### src/rtl/instr_decode_queue.sv
// instr_decode_queue
//   Buffers fetched instruction words in a DEPTH-entry circular FIFO and
//   presents one decoded instruction (opcode, rs, imm) in an output register.
//   Valid/ready handshakes on both sides; flush discards everything queued
//   and presented (branch redirect).
//
// Optional build macro: QUEUE_BYPASS_EN
//   When defined, a word arriving at an empty queue whose output register
//   can load is decoded straight into the output register (1-edge latency).
//
// Ports:
//   clock      rising-edge clock
//   reset      synchronous, active-high
//   flush      synchronous discard of queue contents and presented instruction
//   in_valid   in_instr is valid
//   in_ready   queue can accept (count != DEPTH)
//   in_instr   instruction word
//   out_valid  decoded fields valid
//   out_ready  consumer takes the presented instruction
//   opcode     instr[INSTR_W-1 -: OP_W]
//   rs         instr[INSTR_W-OP_W-1 -: RS_W]
//   imm        instr[INSTR_W-OP_W-1:0]
//   count      FIFO occupancy, output register excluded
module instr_decode_queue #(
   parameter int INSTR_W = 8,
   parameter int OP_W    = 3,
   parameter int RS_W    = 2,
   parameter int DEPTH   = 4
) (
   input  logic                       clock,
   input  logic                       reset,
   input  logic                       flush,
   input  logic                       in_valid,
   output logic                       in_ready,
   input  logic [INSTR_W-1:0]         in_instr,
   output logic                       out_valid,
   input  logic                       out_ready,
   output logic [OP_W-1:0]            opcode,
   output logic [RS_W-1:0]            rs,
   output logic [INSTR_W-OP_W-1:0]    imm,
   output logic [$clog2(DEPTH+1)-1:0] count
);

   localparam int AW = $clog2(DEPTH);
   localparam int CW = $clog2(DEPTH+1);

   logic [INSTR_W-1:0] mem [DEPTH];
   logic [AW-1:0]      wr_ptr;
   logic [AW-1:0]      rd_ptr;

   logic               load_ok;
   logic               push_acc;
   logic               bypass;
   logic               do_push;
   logic               do_pop;
   logic [INSTR_W-1:0] src_word;

   assign in_ready = (count != CW'(DEPTH));
   assign load_ok  = !out_valid || out_ready;
   assign push_acc = in_valid && in_ready;

`ifdef QUEUE_BYPASS_EN
   assign bypass = (count == '0) && load_ok && push_acc;
`else
   assign bypass = 1'b0;
`endif

   // A bypassed word goes straight to the output register, never the FIFO.
   assign do_push = push_acc && !bypass;
   assign do_pop  = load_ok && (count != '0);

   always_comb begin
      src_word = in_instr;
      if (do_pop)
         src_word = mem[rd_ptr];
   end

   // Storage array carries no reset; pointers/count define its validity.
   always_ff @(posedge clock) begin
      if (!reset && !flush && do_push)
         mem[wr_ptr] <= in_instr;
   end

   always_ff @(posedge clock) begin
      if (reset) begin
         wr_ptr    <= '0;
         rd_ptr    <= '0;
         count     <= '0;
         out_valid <= 1'b0;
         opcode    <= '0;
         rs        <= '0;
         imm       <= '0;
      end else if (flush) begin
         // Field registers deliberately keep their last values.
         wr_ptr    <= '0;
         rd_ptr    <= '0;
         count     <= '0;
         out_valid <= 1'b0;
      end else begin
         if (do_push)
            wr_ptr <= wr_ptr + AW'(1);
         if (do_pop)
            rd_ptr <= rd_ptr + AW'(1);

         case ({do_push, do_pop})
            2'b10:   count <= count + CW'(1);
            2'b01:   count <= count - CW'(1);
            default: count <= count;
         endcase

         if (load_ok) begin
            if (do_pop || bypass) begin
               out_valid <= 1'b1;
               opcode    <= src_word[INSTR_W-1 -: OP_W];
               rs        <= src_word[INSTR_W-OP_W-1 -: RS_W];
               imm       <= src_word[INSTR_W-OP_W-1:0];
            end else begin
               out_valid <= 1'b0;
            end
         end
      end
   end

endmodule

### config.mk
export PLATFORM = sky130hd
export DESIGN_NAME = instr_decode_queue
export DESIGN_NICKNAME = d
export VERILOG_FILES = /design/src/rtl/instr_decode_queue.sv
export SDC_FILE = /design/constraint.sdc
export NUM_CORES = 1
export LEC_CHECK = 0
export BUFFER_PORTS_ARGS = -buffer_cell sky130_fd_sc_hd__buf_2
export CELL_PAD_IN_SITES_DETAIL_PLACEMENT = 1
export CELL_PAD_IN_SITES_GLOBAL_PLACEMENT = 1
export CORE_AREA = 4 4 87 65
export CTS_BUF_LIST = sky130_fd_sc_hd__clkbuf_4
export CTS_CLUSTER_DIAMETER = 150
export CTS_CLUSTER_SIZE = 24
export DETAILED_ROUTE_END_ITERATION = 7
export DIE_AREA = 0 0 91 69
export MAX_ROUTING_LAYER = met4
export PLACE_DENSITY_LB_ADDON = 0.1
export SYNTH_ARGS = -nofsm -noshare
export SYNTH_HDL_FRONTEND = slang
export SYNTH_SLANG_ARGS = --single-unit
### constraint.sdc
create_clock -name clock -period 2.2 [get_ports clock]
set_input_delay 0.33 -clock clock [delete_from_list [all_inputs] [get_ports clock]]
set_output_delay 0.33 -clock clock [all_outputs]
set_load 0.02 [all_outputs]
==> flow_metrics.tcl, run 1 <==
set metrics [dict create \
    outcome "finished, final reports clean" \
    timing.rr.end "count[2]" \
    via_per_inst 5.36 \
    synthCells 144 \
    num_vias 1228 \
    die-area_um2 6280 \
    swShare_pct 25.3 \
    hp-start "in_instr[6]" \
    worstSkewPairLatency_ns 0.38 \
    io_pins 28 \
    cts_buffers 5 \
    final_max_slew_viol_count 0 \
    cp_top_family "simple AND/OR/NAND/NOR gates" \
    dpl.cell_count 219 \
    setup_violations 0 \
    yosys-top-cells-area "edfxtp_1 (47%), dfxtp_1 (18%), mux4_2 (8.8%)" \
    ant_nets 0 \
    cp_data_required_time_ns 2.51 \
    cts_buffer_depth 2 \
    wl_per_cell_um 17.4 \
    htreeDepth 2 \
    rsz0062_at_grt "true" \
    cp.buffers_inverters 2 \
    final_cells 229 \
    rr_worst_depth 9 \
    num_rows 21 \
    cap_violations 0 \
    cpMaxStageDelayCell "or3b_4" \
    drc 0 \
    syn_avg_cell_area_um2 14.2 \
    grt_pass1_vias 1231 \
    ctsRootBufferMaster "clkbuf_4" \
    rrSetupSlack_ns 0.01 \
    grt_max_degree 18 \
    grt_pass1_wl_um 6560 \
    cp_max_fo 5 \
    p_int_mw 1.36 \
    irDropWorstVdd_uv 339 \
    max_freq_ghz 0.458 \
    die_w_um 91 \
    syn_area_um2 2050 \
    startpoint "count[1]" \
    worstPathArrival_ns 2.50 \
    p_leak_nw 0.838 \
    synth_nets 163 \
    p_seq_share_pct 57.3 \
    grt_antenna_before_repair 0 \
    path_class "flop to flop" \
    pre_cts_slack_ns -0.000338 \
    synth-seq-cells 50 \
    fin_crit_ns 2.19 \
    yosys.area.top_type "edfxtp_1" \
    finalClockSkew_ns 0.0126 \
    cts_tree "done" \
    period_share_pct 99.3 \
    critPathCaptureType "flop" \
    crit_end "count[2]" \
    dp_hpwl_um 2900 \
    overflow 0 \
    gp_routability_congestion 0.671 \
    cp-start-kind "flop" \
    ys_seq_area_share_pct 64.5 \
    cts.sinks 50 \
    hold_viol 0 \
    slowest_delay_ns 0.40 \
    drive_gt1_share_pct 34.9 \
    switching_power_mw 0.459 \
    firstDrtPassIters 4 \
    coreArea_um2 4730 \
    fp.dieH_um 69 \
    worst-path-stages 9 \
    clk_pin_slew_ns 0.15 \
    power.density_nw_per_um2 778 \
    hold_path.class "primary input to flop" \
    cts.hold.buffers_added 0 \
    ys_warn_count 0 \
    diodes 0 \
    worst_pin_slew_ns 0.560 \
    layout_setup_ws_ns 0.0144 \
    setup_tns_ns 0 \
    cpMostUsedCell "inv_2" \
    clkPwrFrac_pct 30.4 \
    relSlewSlack_pct 62.6 \
    r2r-start "count[1]" \
    io_buffer_count 27 \
    drtIter0Drc 48 \
    ys_types 30 \
    synth_top_cell_area_share_pct 46.9 \
    nets 190 \
    path_cells "or3b_4 -> and2_4 -> inv_2 -> ha_4 -> inv_2 -> fa_2 -> xor2_1 -> or3_1 -> a21oi_1" \
    initial_core_util_pct 43.3 \
    power_mw 1.82 \
    fin_util_pct 49.4 \
    track_usage_pct 14.1 \
    wirelength_um 3990 \
    syn2layout_area_growth_pct 14.2 \
    pwr-share-comb_pct 12.2 \
]
-- sequential cells by signal (all words and copies together), names as in the netlist, named ones only --
name / cells
rs: 2
out_valid: 1
imm: 3
wr_ptr: 2
count: 3
mem: 32
rd_ptr: 2
opcode: 3
-- worst min path at each step --
stage	end	slack, ns	cells past startpoint
floorplan	mem[0][0]	0.43	0
global placement	opcode[0]	0.46	2
detailed placement	opcode[1]	0.47	2
CTS	mem[0][5]	0.13	1
global route	mem[0][7]	0.12	1
finish	mem[3][6]	0.16	1
-- per-stage QoR --
stage,area (µm²),hold slack (ns)
floorplan,2070,0.429
global placement,2230,0.456
detailed placement,2230,0.472
CTS,2330,0.134
global route,2340,0.122
finish,2340,0.158
-- synth_stat cells --
cell type	number
a21o_1	2
a21oi_1	15
a21oi_2	1
and2_4	1
and3_1	4
buf_1	1
buf_2	3
buf_4	3
buf_6	1
clkbuf_1	4
dfxtp_1	18
edfxtp_1	32
fa_1	1
ha_1	5
inv_1	8
mux4_2	8
nand2b_1	1
nand3_1	3
nand4_1	8
nor2_1	5
nor2b_1	1
nor3_1	1
o21ai_0	2
o31ai_1	9
or2_2	1
or3_1	1
or3_2	1
or3b_1	1
or4_1	1
xor2_1	2
-- worst register-to-register path: cells and delay by family, from the launching register on --
kind                       cells  cell delay [ns]
AOI/OAI and AO/OA              1             0.13
buffers and inverters          2             0.10
adders and majority gates      2             0.48
and+or+nand+nor                3             0.87
DFF                            1             0.38
xor gates and xnor gates       1             0.17
-- metal layers --
metal	wire length [µm]	GRT usage [%]
met2	1770	20.1
met5	0	-
met1	1970	18.7
met4	61	6.52
met3	181	4.02
-- cell families after synthesis --
group | after synthesis | share of synthesized area, %
compound gates | 29 | 8.62
flops | 50 | 64.5
xor+xnor | 2 | 0.856
simple gates | 29 | 8.37
fa+ha+maj | 6 | 4.03
mux | 8 | 8.80
buf+inv | 20 | 4.77
-- what timing repair did --
| action | in CTS | in global routing |
|---|---|---|
| resized for setup | 1 | 0 |
| buffers inserted | 1 | 1 |
| setup endpoints to repair | 1 | 1 |
| hold endpoints to repair | 0 | 0 |
-- area by class of cell --
cell class,count,area (µm²)
Fill cell,484,2390
Sequential cell,50,1330
Multi-Input combinational cell,74,646
Timing Repair Buffer,32,173
Tap cell,57,71.3
Clock inverter,3,47.5
Clock buffer,5,37.5
Inverter,8,30.0
-- layout by cell type, fill, tap and decap left out --
master,netlist,routed
and2_4,1,1
or3_1,1,1
fa_2,0,1
dfxtp_4,0,3
nand4_1,8,8
xor2_1,2,2
or2_2,1,1
a21oi_2,1,1
bufinv_16,0,1
or4_1,1,1
clkbuf_4,0,5
ha_1,5,4
o21ai_0,2,2
inv_2,0,2
o31ai_1,9,9
buf_2,3,27
nor2_1,5,5
edfxtp_1,32,32
clkinv_4,0,1
nor2b_1,1,1
and3_1,4,4
nor3_1,1,1
a21o_1,2,2
a21oi_1,15,15
nand3_1,3,3
or3b_4,0,1
buf_4,3,5
ha_4,0,1
inv_1,8,6
dfxtp_1,18,15
inv_6,0,1
mux4_2,8,8
or3_2,1,1
nand2b_1,1,1
-- power by group through the flow --
stage / sequential, mW / clock [mW] / combinational [mW]
6_report: 1.04 / 0.553 / 0.222
5_1_grt: 1.05 / 0.615 / 0.248
4_1_cts: 1.04 / 0.580 / 0.223
3_5_place_dp: 1.07 / 0 / 0.221
3_3_place_gp: 1.06 / 0 / 0.212
2_1_floorplan: 1.07 / 0 / 0.144
Note: power is estimated with default switching activity, not from simulation.
==> run 2, diff against run 1 <==
- CORE_AREA: 4 4 87 65 -> 2 2 85 63
- DIE_AREA: 0 0 91 69 -> 0 0 87 65
==> flow_metrics.tcl, run 2 (same netlist as run 1, synthesis figures left out) <==
set metrics [dict create \
    via_per_inst 5.40 \
    rsz0062_at_grt "true" \
    firstDrtPassIters 4 \
    final_cells 235 \
    hold_end "mem[1][2]" \
    grt_pass1_vias 1342 \
    cts_buffers 5 \
    grt_pass1_wl_um 6560 \
    io_pins 28 \
    syn2layout_area_growth_pct 15.0 \
    max_freq_ghz 0.454 \
    hold_ws_ns 0.181 \
    outcome "complete, but fails checks" \
    overflow 0 \
    initial_core_util_pct 41.5 \
    path_class "flop to flop" \
    nets 194 \
    largest_register_ffs 32 \
    cts.sinks 50 \
    final_max_slew_viol_count 0 \
    layout_setup_ws_ns -0.00119 \
    track_usage_pct 16.3 \
    fillCellCount 515 \
    cap_violations 0 \
    worst_pin_slew_ns 0.545 \
    regMostFlops "mem" \
    cpMostUsedCell "inv_2" \
    drtIter0Drc 54 \
    cts_tree "done" \
    num_rows 22 \
    wirelength_um 4110 \
    htreeDepth 2 \
    hold_path.class "primary input to flop" \
    grt_max_degree 15 \
    drive_gt1_share_pct 37.7 \
    worstSkewPairLatency_ns 0.36 \
    final_common_cell "edfxtp_1" \
    slowest_delay_ns 0.39 \
    violations "negative setup slack" \
    wl_per_cell_um 17.5 \
    rrSetupSlack_ns -0.001 \
    cp_top_family "simple AND/OR/NAND/NOR gates" \
    clk_pin_slew_ns 0.15 \
    period_share_pct 100 \
    die-area_um2 5660 \
    rr_worst_depth 9 \
    ctsRootBufferMaster "clkbuf_4" \
    relSlewSlack_pct 63.6 \
    layout_common_cells "edfxtp_1 (32), buf_2 (27), dfxtp_1 (15), a21oi_1 (14)" \
    power.density_nw_per_um2 718 \
    setup_violations 1 \
    cp.buffers_inverters 2 \
    hp-start "in_instr[2]" \
    fp.dieH_um 65 \
    die_w_um 87 \
    worstPathArrival_ns 2.48 \
    dp_hpwl_um 2910 \
    fin_util_pct 47.8 \
    num_vias 1268 \
    fin_crit_ns 2.20 \
    timing.rr.end "count[2]" \
    power_mw 1.69 \
    io_buffer_count 27 \
    coreArea_um2 4930 \
    cpMaxStageDelayCell "or3b_4" \
    finalClockSkew_ns 0.0169 \
    gp_routability_congestion 0.736 \
    cts_buffer_depth 2 \
    ant_nets 0 \
    cp-start-kind "flop" \
    cp_data_required_time_ns 2.48 \
    path_cells "or3b_4 -> and2_4 -> inv_2 -> ha_4 -> inv_2 -> fa_2 -> xor2_2 -> or3_4 -> a21oi_2" \
    critPathCaptureType "flop" \
    cp_max_fo 2 \
    p_leak_nw 0.845 \
    diodes 0 \
    irDropWorstVdd_uv 338 \
    r2r-start "count[0]" \
    dpl_cell_area_um2 2240 \
    design_area_um2 2350 \
    hold_viol 0 \
    drc 0 \
    grt_antenna_before_repair 0 \
    whs_path_depth 1 \
    dpl.cell_count 222 \
]
## run 2: routing by layer
metal  vias up  GRT usage, %  wire length (µm)
met3         5          4.20               158
met4         0          5.27                39
met5         -             -                 0
met2        22          26.0              1960
li1        603             -                 -
met1       638          20.4              1960
## run 2: how the worst max path moves through the flow
| stage | startpoint | end | cells after the start |
|---|---|---|---|
| 2_1_floorplan | count[1] | count[2] | 10 |
| 3_3_place_gp | count[1] | count[2] | 9 |
| 3_5_place_dp | count[1] | count[2] | 9 |
| 4_1_cts | count[1] | count[2] | 9 |
| 5_1_grt | count[0] | count[2] | 9 |
| 6_report | count[0] | count[2] | 9 |
## run 2: report_power, final
group	internal (mW)	switching, mW	leakage (nW)	total, mW
sequential	1.02	0.0183	0.437	1.04
clock	0.132	0.272	0.0278	0.404
combinational	0.103	0.143	0.380	0.246
total	1.26	0.433	0.845	1.69
## run 2: area by class of cell
type | instances | area (µm²) | share of cell area [%]
Tap cell | 60 | 75.1 | 3.19
Sequential cell | 50 | 1330 | 56.6
Multi-Input combinational cell | 74 | 662 | 28.1
Clock inverter | 1 | 7.51 | 0.319
Inverter | 8 | 30.0 | 1.28
Timing Repair Buffer | 36 | 203 | 8.61
Clock buffer | 6 | 45.0 | 1.91
## run 2: what timing repair did
| action | 4_1_cts | 5_1_grt |
|---|---|---|
| gates cloned | 0 | 0 |
| hold endpoints to repair | 0 | 0 |
| hold buffers | 0 | 0 |
| endpoints found under the setup margin | 1 | 1 |
| setup buffers | 4 | 2 |
| pin swaps | 1 | 5 |
| resized for setup | 1 | 3 |
## run 2: stage by stage
stage | TNS [ns] | worst slack (ns)
4_1_cts | 0 | 0.00499
3_5_place_dp | 0 | 0.0119
3_3_place_gp | 0 | 0.0930
2_1_floorplan | -0.0322 | -0.0322
5_1_grt | -0.0651 | -0.0651
6_report | -0.00119 | -0.00119
